## config.mk

```make
export PLATFORM = sky130hd
export DESIGN_NAME = multicycle_control
export DESIGN_NICKNAME = d
export VERILOG_FILES = /design/src/rtl/multicycle_control.sv
export SDC_FILE = /design/constraint.sdc
export NUM_CORES = 1
export LEC_CHECK = 0
export CORE_UTILIZATION = 31
export DETAILED_ROUTE_END_ITERATION = 16
export HOLD_SLACK_MARGIN = 0.05
export PLACE_DENSITY = 0.84
export SLEW_MARGIN = 20
export SYNTH_ARGS = -nofsm -noshare
export SYNTH_HDL_FRONTEND = slang
export SYNTH_SLANG_ARGS = --single-unit
```

## constraint.sdc

```tcl
create_clock -name clock -period 1.5 [get_ports clock]
set_clock_uncertainty 0.1 [all_clocks]
set_input_delay 0.3 -clock clock [delete_from_list [all_inputs] [get_ports clock]]
set_output_delay 0.3 -clock clock [all_outputs]
set_load 0.005 [all_outputs]
```

## src/rtl/multicycle_control.sv

```systemverilog
// multicycle_control: main control FSM for the 8-bit multicycle MIPS datapath.
// The state register updates on the clock edge; datapath strobes and selects are a decode of that state.
// pc_en also follows zero in BRANCH, and every write/read strobe is forced low while reset_n is low.
module multicycle_control (
  input  logic       clock,
  input  logic       reset_n,
  input  logic [5:0] op,
  input  logic       zero,
  output logic       pc_en,
  output logic [1:0] pc_src,
  output logic       iord,
  output logic       mem_read,
  output logic       mem_write,
  output logic       ir_write,
  output logic       reg_dst,
  output logic       mem_to_reg,
  output logic       reg_write,
  output logic       alu_src_a,
  output logic [1:0] alu_src_b,
  output logic [1:0] alu_op,
  output logic [3:0] state
);

  // Opcodes recognised in DECODE and MEM_ADDR
  localparam logic [5:0] OP_RTYPE = 6'b000000;
  localparam logic [5:0] OP_LW    = 6'b100011;
  localparam logic [5:0] OP_SW    = 6'b101011;
  localparam logic [5:0] OP_BEQ   = 6'b000100;
  localparam logic [5:0] OP_J     = 6'b000010;
  localparam logic [5:0] OP_ADDI  = 6'b001000;

  // PC-next select encodings
  localparam logic [1:0] PC_ALU    = 2'b00;
  localparam logic [1:0] PC_ALUOUT = 2'b01;
  localparam logic [1:0] PC_JUMP   = 2'b10;

  // ALU B operand select encodings
  localparam logic [1:0] B_REG    = 2'b00;
  localparam logic [1:0] B_ONE    = 2'b01;
  localparam logic [1:0] B_IMM    = 2'b10;
  localparam logic [1:0] B_BRANCH = 2'b11;

  // ALU operation encodings
  localparam logic [1:0] ALU_ADD   = 2'b00;
  localparam logic [1:0] ALU_SUB   = 2'b01;
  localparam logic [1:0] ALU_FUNCT = 2'b10;

  typedef enum logic [3:0] {
    FETCH    = 4'd0,
    DECODE   = 4'd1,
    MEM_ADDR = 4'd2,
    MEM_RD   = 4'd3,
    MEM_WB   = 4'd4,
    MEM_WR   = 4'd5,
    RTYPE_EX = 4'd6,
    ALU_WB   = 4'd7,
    BRANCH   = 4'd8,
    JUMP     = 4'd9,
    ADDI_EX  = 4'd10,
    ADDI_WB  = 4'd11
  } state_t;

  state_t state_q;

  // Raw state decode, before reset gating
  logic       pc_write;
  logic       pc_write_cond;
  logic [1:0] pc_src_d;
  logic       iord_d;
  logic       mem_read_d;
  logic       mem_write_d;
  logic       ir_write_d;
  logic       reg_dst_d;
  logic       mem_to_reg_d;
  logic       reg_write_d;
  logic       alu_src_a_d;
  logic [1:0] alu_src_b_d;
  logic [1:0] alu_op_d;

  // State register: reset overrides every transition, illegal opcodes and
  // unreachable encodings fall back to FETCH
  always_ff @(posedge clock) begin
    if (!reset_n) begin
      state_q <= FETCH;
    end else begin
      case (state_q)
        FETCH:    state_q <= DECODE;
        DECODE: begin
          case (op)
            OP_RTYPE:      state_q <= RTYPE_EX;
            OP_LW, OP_SW:  state_q <= MEM_ADDR;
            OP_BEQ:        state_q <= BRANCH;
            OP_J:          state_q <= JUMP;
            OP_ADDI:       state_q <= ADDI_EX;
            default:       state_q <= FETCH;
          endcase
        end
        MEM_ADDR: state_q <= (op == OP_LW) ? MEM_RD : MEM_WR;
        MEM_RD:   state_q <= MEM_WB;
        MEM_WB:   state_q <= FETCH;
        MEM_WR:   state_q <= FETCH;
        RTYPE_EX: state_q <= ALU_WB;
        ALU_WB:   state_q <= FETCH;
        BRANCH:   state_q <= FETCH;
        JUMP:     state_q <= FETCH;
        ADDI_EX:  state_q <= ADDI_WB;
        ADDI_WB:  state_q <= FETCH;
        default:  state_q <= FETCH;
      endcase
    end
  end

  // Moore decode of the current state into datapath controls
  always_comb begin
    pc_write      = 1'b0;
    pc_write_cond = 1'b0;
    pc_src_d      = PC_ALU;
    iord_d        = 1'b0;
    mem_read_d    = 1'b0;
    mem_write_d   = 1'b0;
    ir_write_d    = 1'b0;
    reg_dst_d     = 1'b0;
    mem_to_reg_d  = 1'b0;
    reg_write_d   = 1'b0;
    alu_src_a_d   = 1'b0;
    alu_src_b_d   = B_REG;
    alu_op_d      = ALU_ADD;
    case (state_q)
      FETCH: begin
        mem_read_d  = 1'b1;
        ir_write_d  = 1'b1;
        alu_src_b_d = B_ONE;
        pc_src_d    = PC_ALU;
        pc_write    = 1'b1;
      end
      DECODE: begin
        // Branch target computed speculatively while the opcode is decoded
        alu_src_b_d = B_BRANCH;
      end
      MEM_ADDR: begin
        alu_src_a_d = 1'b1;
        alu_src_b_d = B_IMM;
      end
      MEM_RD: begin
        mem_read_d = 1'b1;
        iord_d     = 1'b1;
      end
      MEM_WB: begin
        reg_write_d  = 1'b1;
        mem_to_reg_d = 1'b1;
        reg_dst_d    = 1'b0;
      end
      MEM_WR: begin
        mem_write_d = 1'b1;
        iord_d      = 1'b1;
      end
      RTYPE_EX: begin
        alu_src_a_d = 1'b1;
        alu_src_b_d = B_REG;
        alu_op_d    = ALU_FUNCT;
      end
      ALU_WB: begin
        reg_write_d = 1'b1;
        reg_dst_d   = 1'b1;
      end
      BRANCH: begin
        alu_src_a_d   = 1'b1;
        alu_op_d      = ALU_SUB;
        pc_src_d      = PC_ALUOUT;
        pc_write_cond = 1'b1;
      end
      JUMP: begin
        pc_src_d = PC_JUMP;
        pc_write = 1'b1;
      end
      ADDI_EX: begin
        alu_src_a_d = 1'b1;
        alu_src_b_d = B_IMM;
      end
      ADDI_WB: begin
        reg_write_d = 1'b1;
        reg_dst_d   = 1'b0;
      end
      default: begin
        // Unreachable encodings: everything stays at its idle value
      end
    endcase
  end

  // Reset gating: strobes and selects are held low while reset_n is low so an
  // aborted instruction never writes; alu_src_b keeps following the state
  always_comb begin
    pc_en      = reset_n & (pc_write | (pc_write_cond & zero));
    pc_src     = reset_n ? pc_src_d : PC_ALU;
    iord       = reset_n & iord_d;
    mem_read   = reset_n & mem_read_d;
    mem_write  = reset_n & mem_write_d;
    ir_write   = reset_n & ir_write_d;
    reg_dst    = reset_n & reg_dst_d;
    mem_to_reg = reset_n & mem_to_reg_d;
    reg_write  = reset_n & reg_write_d;
    alu_src_a  = reset_n & alu_src_a_d;
    alu_src_b  = alu_src_b_d;
    alu_op     = reset_n ? alu_op_d : ALU_ADD;
    state      = state_q;
  end

endmodule
```

Word level (Yosys, flattened, before mapping)

Cells that the tools add are included.

Equal/unequal tests: 16
Mux-type cells: 18
Bitwise operators: 11
Reduce and logical (&&, ||, !) cells: 9

Operator list:

| kind               | number |
|---|---|
| $pmux 4 s6         | 1 |
| $pmux 4 s5         | 1 |
| $eq 4x3->1 const B | 4 |
| $eq 4x4->1 const B | 4 |
| $eq 6x6->1 const B | 2 |
| $and 1x1->1        | 10 |
| $mux 1             | 10 |
| $reduce_or 2->1    | 5 |
| $eq 4x2->1 const B | 2 |
| $pmux 2 s2         | 2 |
| $eq 6x2->1 const B | 1 |
| $eq 6x3->1 const B | 1 |
| $eq 6x4->1 const B | 1 |
| $logic_not 6->1    | 1 |
| $pmux 2 s3         | 1 |
| $eq 4x1->1 const B | 1 |
| $logic_not 4->1    | 1 |
| $mux 2             | 2 |
| $reduce_or 4->1    | 1 |
| $mux 3             | 1 |
| $reduce_or 3->1    | 1 |
| $or 1x1->1         | 1 |

Flip-flop bits (word level): 4
Bits of input ports: 9
Output and inout bits: 19
Logic and storage cells: 55

Longest topological paths before layout

Gate-level depths: netlist of run 1.

Word-level depth: 5
Gate-level depth with buffers: 5
Mapped depth without buffers: 4

Least setup slack after synthesis of run 1

Ideal clock, no wire load.

Path kind: register to register
From: register state_q[2] (netlist: state[2])
To: register state_q[3] (netlist: state[3])
Library setup time: 0.088 ns
Data arrival time: 1.423 ns
Slack: -0.111 ns
Stages on the path, launching flop included: 4
Buffers on the path: 0
Clock period less this slack: 1.611 ns
Cells stage by stage: dfxtp_1 or4_1 or3_1 o32ai_2

Word-level cells in the longest chain between the ends: 2
Elaborated cells on any way between the ends: 7
Classes of those cells: eq/ne (5); mux (1); reduce/logical (1)

Ends and longest elaborated chain:

| what                                     | RTL line | text |
|---|---|---|
| from (decl)                              | 63       | `state_t state_q;` |
| from (signal assigned)                   | 98       | `MEM_ADDR: state_q <= (op == OP_LW) ? MEM_RD : MEM_WR;` |
| $eq 4x4->1, or another cell as far along | 86       | `case (state_q)` |
| $pmux 4 s6 (*)                           | 86       |  |

Every way passes the cells marked *; elsewhere a longest branch is shown, timed or not.
A chain may end at the register's enable or synchronous reset.

Worst setup path after layout of run 1

From: register state_q[3] (netlist: state[3])
To: register state_q[0] (netlist: state[0])

The elaborated chain is that of the path after synthesis.

==> out/results.ini, run 1 <==
[placement]
dpl.hpwl_um=1430
routabilityCongestion=0.768
portBuffers=27
place_ws_ns=-0.716

[setup_path]
start_kind=register
crit_fanout=3
reg2reg_slack_ns=-0.35
worstPathRequired_ns=1.57
cp-end-kind=register
criticalPathCategory=register to register
critPathArrivalTime_ns=1.92

[clocking]
h-tree-depth=1
clock-root-buffer=clkbuf_4
clock_latency_ns=0.25
cts_buffers=3
clk_path_buf_depth=2
cts-hold-fix-buffers=0
cts.clk_slew.worst_paths_ns=0.04
cts_sinks=4
tritoncts=yes

[power]
peakVddDrop_uv=363
comb_power_share_pct=41.6
pwr-share-seq_pct=24.1
p_sw_uw=151
power.leakage_nw=0.511
p_int_uw=310
clkPwrFrac_pct=34.3
power.density_nw_per_um2=391
finalPower_uw=461
sw_frac_of_total_pct=32.7

[sta]
timing.hold.ws_ns=0.560
grt_setup_unrepaired=true
period_minus_slack_ns=1.85
drv_slew=0
finalSetupViolCount=19
finalHoldViolations=0
tightest_slew_ns=0.292
worst_slack_ns=-0.346
period_share_pct=123
max_freq_mhz=542
slew_headroom_pct=80.5
setup-tns-final_ns=-3.61

[layout]
regArea_um2=95.1
drive_above_1_share_pct=69.0
largest_register_ffs=4
insertedDiodeCount=0
final_nets=136
fill_cells=60
multiInputGateArea_um2=539
post-route-util_pct=89.4
syn2layout_area_growth_pct=165

[yosys]
ys_ff_latch=4
avgSynthCellArea_um2=6.83
ys.warnings.count=0
seq_area_frac_synth_pct=18.0
syn_area_um2=444
synth_fp_nets=74
ys_types=27
postSynthCellCount=65

[die]
die_area_um2=1590
io_pins=28
die_y_um=39.9
initial_utilization_pct=33.7
num_rows=13
fp.coreArea_um2=1320
die_x_um=39.9

[status]
status=complete, but fails checks
failed_checks=setup timing

[routing]
ant_nets=0
drc=0
post_drt_wl_per_cell_um=19.8
vias_per_cell=5.59
drtIter0Drc=29
dr.pass1.iters=4
vias=788
drt-total-wl_um=2790

[grt]
grt-ovfl-total=0
grt_pass1_vias=760
grt_pass1_wl_um=3500
antenna_found_initial=0
grt_use_total_pct=34.8
grt_max_degree=12

[run]
drv_cap=0

[worst_hold_path]
hp-class=register to register

==> area by class of cell <==
type,count,area share (%)
Sequential cell,4,8.08
Clock buffer,4,2.23
Multi-Input combinational cell,56,45.8
Tap cell,15,1.59
Inverter,1,0.319
Timing Repair Buffer,61,42.0
==> cells in the final DEF, fill, tap and decap left out, drive strengths merged <==
cell type | Yosys | routed
dlygate4sd2 | 0 | 4
xnor2 | 2 | 2
nor4 | 1 | 1
nor4b | 2 | 2
a2111oi | 2 | 2
o21a | 1 | 1
nor2 | 8 | 8
nor2b | 1 | 1
maj3 | 1 | 1
and2 | 2 | 2
a21o | 1 | 1
clkdlybuf4s15 | 0 | 3
nor3 | 5 | 5
a21oi | 3 | 3
or2 | 1 | 1
xor2 | 2 | 2
buf | 2 | 45
nor3b | 1 | 1
inv | 1 | 1
nand2 | 7 | 7
dfxtp | 4 | 4
nand2b | 6 | 6
o22ai | 2 | 2
clkbuf | 2 | 6
o32ai | 1 | 1
or4 | 1 | 1
clkdlybuf4s50 | 0 | 7
o311a | 1 | 1
nand3 | 2 | 2
or3 | 3 | 3
==> per-layer routing <==
layer | vias up | track usage (%) | part of all wire, %
met2 | 33 | 60.2 | 53
li1 | 354 | - | -
met4 | 0 | 15.5 | 2.8
met3 | 8 | 5.68 | 3.2
met1 | 393 | 41.1 | 41
met5 | - | 0 | 0
==> cell usage after synthesis <==
master	n	area share (%)
o22ai_1	2	2.8
nor2_1	8	6.8
and2_1	2	2.8
or2_2	1	1.4
o311a_1	1	2.3
clkbuf_1	2	1.7
nor4b_1	2	3.9
a2111oi_0	2	3.9
o21a_1	1	1.7
a21oi_1	3	3.4
nor3b_1	1	1.7
a21o_1	1	1.7
or4_1	1	1.7
nor4_1	1	1.4
buf_2	2	2.3
xnor2_1	2	3.9
maj3_1	1	2.3
inv_1	1	0.84
nor3_1	5	5.6
o32ai_2	1	3.7
or3_1	3	4.2
nand2b_1	6	8.5
xor2_1	2	3.9
nand3_1	2	2.3
nand2_1	7	5.9
dfxtp_1	4	18
nor2b_1	1	1.4
==> logic make-up after synthesis <==
| kind of cell | after synthesis | share of synthesized area (%) |
|---|---|---|
| buffers and inverters | 5 | 4.79 |
| AO/OA/AOI/OAI | 11 | 19.4 |
| XOR/XNOR | 4 | 7.89 |
| adder cells (fa/ha/maj) | 1 | 2.25 |
| flip-flops | 4 | 18.0 |
| AND/OR/NAND/NOR | 40 | 47.6 |
==> timing repair <==
action                     CTS  global route
buffers inserted            10             2
gates resized for setup     92            16
pin swaps                   11             7
setup endpoints to repair   23            20
==> worst paths after layout <==
kind	depth (start not counted)	endpoint	startpoint
hold reg to reg	2	state[1]	state[2]
setup / recovery	5	state[0]	state[3]
hold / removal	2	state[1]	state[2]
setup reg to reg	5	state[0]	state[3]
==> worst max-delay path, cell delays in order, from the launching register on <==
cell	delay [ns]
dfxtp_4	0.35
buf_6	0.11
or4_4	0.54
or3_4	0.41
o22ai_2	0.10
and2_1	0.17
==> power groups by stage <==
stage          sequential [mW]  combinational (mW)  clock [mW]
2_1_floorplan            0.112              0.0508           0
3_3_place_gp             0.115               0.129           0
3_5_place_dp             0.116               0.132           0
4_1_cts                  0.110               0.168       0.154
5_1_grt                  0.111               0.200       0.169
6_report                 0.111               0.192       0.158
==> stage by stage <==
step | instances | instance area (um^2)
floorplan | 65 | 457
global placement | 125 | 903
detailed placement | 125 | 903
CTS | 139 | 1120
global route | 141 | 1180
finish | 141 | 1180
(Power assumes the default switching activity.)
==> run 2: changes to the inputs <==
--- a/config.mk
+++ b/config.mk
@@ -5,10 +5,12 @@
 export SDC_FILE = /design/constraint.sdc
 export NUM_CORES = 1
 export LEC_CHECK = 0
+export CORE_MARGIN = 2
 export CORE_UTILIZATION = 31
 export DETAILED_ROUTE_END_ITERATION = 16
 export HOLD_SLACK_MARGIN = 0.05
 export PLACE_DENSITY = 0.84
+export SETUP_SLACK_MARGIN = 0.2
 export SLEW_MARGIN = 20
 export SYNTH_ARGS = -nofsm -noshare
 export SYNTH_HDL_FRONTEND = slang
==> run 2 against run 1 <==
The run now fails in global routing. Synthesized area stayed put. Synthesized cell count unchanged.
==> out/results.ini, run 2 <==
[die]
num_rows=13  ; unchanged
io_pins=28  ; unchanged
initial_utilization_pct=33.7  ; unchanged
die_x_um=41.9  ; was 39.9 um
die_y_um=41.9  ; was 39.9 um

[yosys]
seq_area_frac_synth_pct=18.0  ; unchanged
yosys_most_used_dff=dfxtp_1  ; unchanged
synthTopCellsByCount=nor2_1, nand2_1, nand2b_1  ; unchanged
synth_simple_gate_area_share_pct=47.6  ; unchanged
ys.warnings.count=0  ; unchanged
ys_ff_latch=4  ; unchanged
avgSynthCellArea_um2=6.83  ; unchanged
postSynthCellCount=65  ; unchanged
yosysMostFrequentCell=nor2_1  ; unchanged
synth_top_area_cell=dfxtp_1  ; unchanged
synth_area_leaders=dfxtp_1, nand2b_1, nor2_1  ; unchanged
ys_types=27  ; unchanged
synth_xor_area_share_pct=7.89  ; unchanged
synth_fa_ha_area_share_pct=2.25  ; unchanged
muxShareOfSynthArea_pct=0  ; unchanged
syn_area_um2=444  ; unchanged
synth_compound_area_share_pct=19.4  ; unchanged
async_reset_ff_share_pct=0  ; unchanged
yosys.area.top_type_share_pct=18.0  ; unchanged
synth_enable_flop_cells=0  ; unchanged
synth_fp_nets=74  ; unchanged
synth_top_family_by_area=simple AND/OR/NAND/NOR gates  ; unchanged

[clocking]
cts_sinks=4  ; unchanged
clk_path_buf_depth=2  ; unchanged
h-tree-depth=1  ; unchanged
clock-root-buffer=clkbuf_4  ; unchanged
cts_buffers=3  ; unchanged

[placement]
portBuffers=27  ; unchanged
place_area_um2=950  ; was 903 um^2
dpl.hpwl_um=1400  ; was 1430 um
routabilityCongestion=0.878  ; was 0.768
place_inst=126  ; was 125

[status]
status=did not finish  ; was complete, but fails checks
tool.error=[ERROR DPL-0038] Utilization greater than 100%, impossible to legalize
lastStage=global routing

[grt]
grt_max_degree=8

[sta]
crit_endpoint=reg_write
endpoint_type=primary output

## run 2: cells by family after synthesis
group,Yosys count
AO/OA/AOI/OAI,11
XOR/XNOR,4
adder cells (fa/ha/maj),1
buffers and inverters,5
flip-flops,4
AND/OR/NAND/NOR,40
## run 2: stage by stage
step	setup slack, ns	hold WS, ns
2_1_floorplan	-0.0982	0.327
3_3_place_gp	-0.703	0.599
3_5_place_dp	-0.768	0.612
4_1_cts	-0.223	0.443
## run 2: what timing repair did
item | in CTS
hold endpoints to repair | 0
resized for setup | 132
pin swaps | 11
hold buffers | 0
setup endpoints to repair | 23
buffers inserted | 18
==> run 3: changes to the inputs <==
==> config.mk (replaced) <==
export PLATFORM = sky130hd
export DESIGN_NAME = multicycle_control
export DESIGN_NICKNAME = d
export VERILOG_FILES = /design/src/rtl/multicycle_control.sv
export SDC_FILE = /design/constraint.sdc
export NUM_CORES = 1
export LEC_CHECK = 0
export CORE_AREA = 2 2 63 65
export DETAILED_ROUTE_END_ITERATION = 16
export DIE_AREA = 0 0 65 67
export PLACE_DENSITY_LB_ADDON = 0.15
export SLEW_MARGIN = 20
export SYNTH_ARGS = -nofsm -noshare
export SYNTH_HDL_FRONTEND = slang
export SYNTH_SLANG_ARGS = --single-unit
==> constraint.sdc (replaced) <==
create_clock -name clock -period 1.95 [get_ports clock]
set_clock_uncertainty 0.1 [all_clocks]
set_input_delay 0.39 -clock clock [delete_from_list [all_inputs] [get_ports clock]]
set_output_delay 0.39 -clock clock [all_outputs]
set_load 0.005 [all_outputs]
==> run 3 against run 2 <==
The run now ends clean.
==> out/results.ini, run 3 (synthesis gave the netlist of run 1 again) <==
[clocking]
clock-root-buffer=clkbuf_8  ; was clkbuf_4
post_cts_buffers=0  ; was 18
cts.clk_slew.worst_paths_ns=0.03
tritoncts=yes
cts_sinks=4  ; unchanged
h-tree-depth=1  ; unchanged
cts_buffers=3  ; unchanged
clk_path_buf_depth=2  ; unchanged
clock_latency_ns=0.22
cts-hold-fix-buffers=0  ; unchanged

[die]
die_area_um2=4360
die_y_um=67  ; was 41.9 um
fp.coreArea_um2=3610
num_rows=22  ; was 13
io_pins=28  ; unchanged
initial_utilization_pct=12.3  ; was 33.7%
die_x_um=65  ; was 41.9 um

[layout]
fill_cells=397
multiInputGateArea_um2=423
drive_above_1_share_pct=40.4
largest_register_ffs=4
layout_common_cells=buf_4, dlygate4sd2_1, clkdlybuf4s50_1, nor2_1, nand2_1
instances_no_fill=162
insertedDiodeCount=0
syn2layout_area_growth_pct=135
final_nets=125
regArea_um2=92.6
final_common_cell=buf_4

[grt]
grt_max_degree=8
antenna_found_initial=0
grt_use_total_pct=8.89
grt_pass1_wl_um=2930
grt-ovfl-total=0
grt_pass1_vias=671

[sta]
grt_setup_unrepaired=false
tightest_slew_ns=0.419
finalHoldViolations=0
period_share_pct=95.2
period_minus_slack_ns=1.86
finalSetupViolCount=0
timing.hold.ws_ns=0.556
max_freq_mhz=538
drv_slew=0
slew_headroom_pct=71.4

[placement]
dpl.hpwl_um=1460  ; was 1400 um
routabilityCongestion=0.775  ; was 0.878
portBuffers=27  ; unchanged
place_inst=159  ; was 126

[routing]
drtIter0Drc=8
drc=0
vias_per_cell=4.07
drt-total-wl_um=1800
vias=659
ant_nets=0
dr.pass1.iters=4
post_drt_wl_per_cell_um=11.1

[setup_path]
critPathArrivalTime_ns=1.88
worstPathRequired_ns=1.98
reg2reg_slack_ns=0.09
cp-end-kind=register
start_kind=register
path_cells=buf_4, or4_1, or3_4, o32ai_2
crit_fanout=7
critPathSlowestCell=or4_1
criticalPathCategory=register to register
cpPeakStageDelay_ns=0.54

[power]
finalPower_uw=374
power.density_nw_per_um2=358
peakVddDrop_uv=180
power.leakage_nw=0.460

[run]
drv_cap=0

[worst_hold_path]
hp-class=primary input to register

[status]
status=finished clean  ; was did not finish

run 3: cell type report:
class                      count  area share [%]
sequential                     4            8.85
inverter                       1           0.359
tap                           48            5.74
multi-input combinational     56            40.4
timing repair buffer          50            40.7
clock buffer                   3            3.95
run 3: worst max-delay path, delay by kind of cell (launching register included):
kind | cells | cell delay, ns
AO/OA/AOI/OAI | 1 | 0.23
flip-flops | 1 | 0.38
buffers and inverters | 1 | 0.16
AND/OR/NAND/NOR | 2 | 0.89
run 3: worst paths after layout:
path                  from        to  cells past startpoint
setup / recovery  state[3]  state[3]                      4
hold / removal     reset_n  state[0]                      3
setup reg to reg  state[3]  state[3]                      4
hold reg to reg   state[3]  state[2]                      2
run 3: per-layer routing:
metal | global-route usage (%) | vias up | share of wire, %
met4 | 2.39 | 0 | 0
li1 | - | 331 | -
met3 | 3.89 | 0 | 5.7
met5 | 0 | - | 0
met2 | 15.5 | 13 | 51
met1 | 9.83 | 315 | 43
run 3: power breakdown:
part	total, mW	switching, mW	internal [mW]
Clock	0.176	0.0439	0.132
Combinational	0.112	0.0437	0.0679
Sequential	0.0868	0.00466	0.0821
run 3: what timing repair did:
action / 4_1_cts / 5_1_grt
resized for setup: 38 / 7
pin swaps: 0 / 1
endpoints found under the setup margin: 15 / 3
run 3: stage by stage:
step                      setup TNS [ns]  instance area [um^2]  worst slack [ns]  utilization [%]
after detailed placement           -5.21                   930            -0.525             25.8
after global routing                   0                  1050           0.00322             29.0
after CTS                        -0.0677                  1030           -0.0677             28.5
after global placement             -5.32                   930            -0.458             25.8
after floorplan                        0                   444             0.317                -
final                                  0                  1050            0.0929             29.0
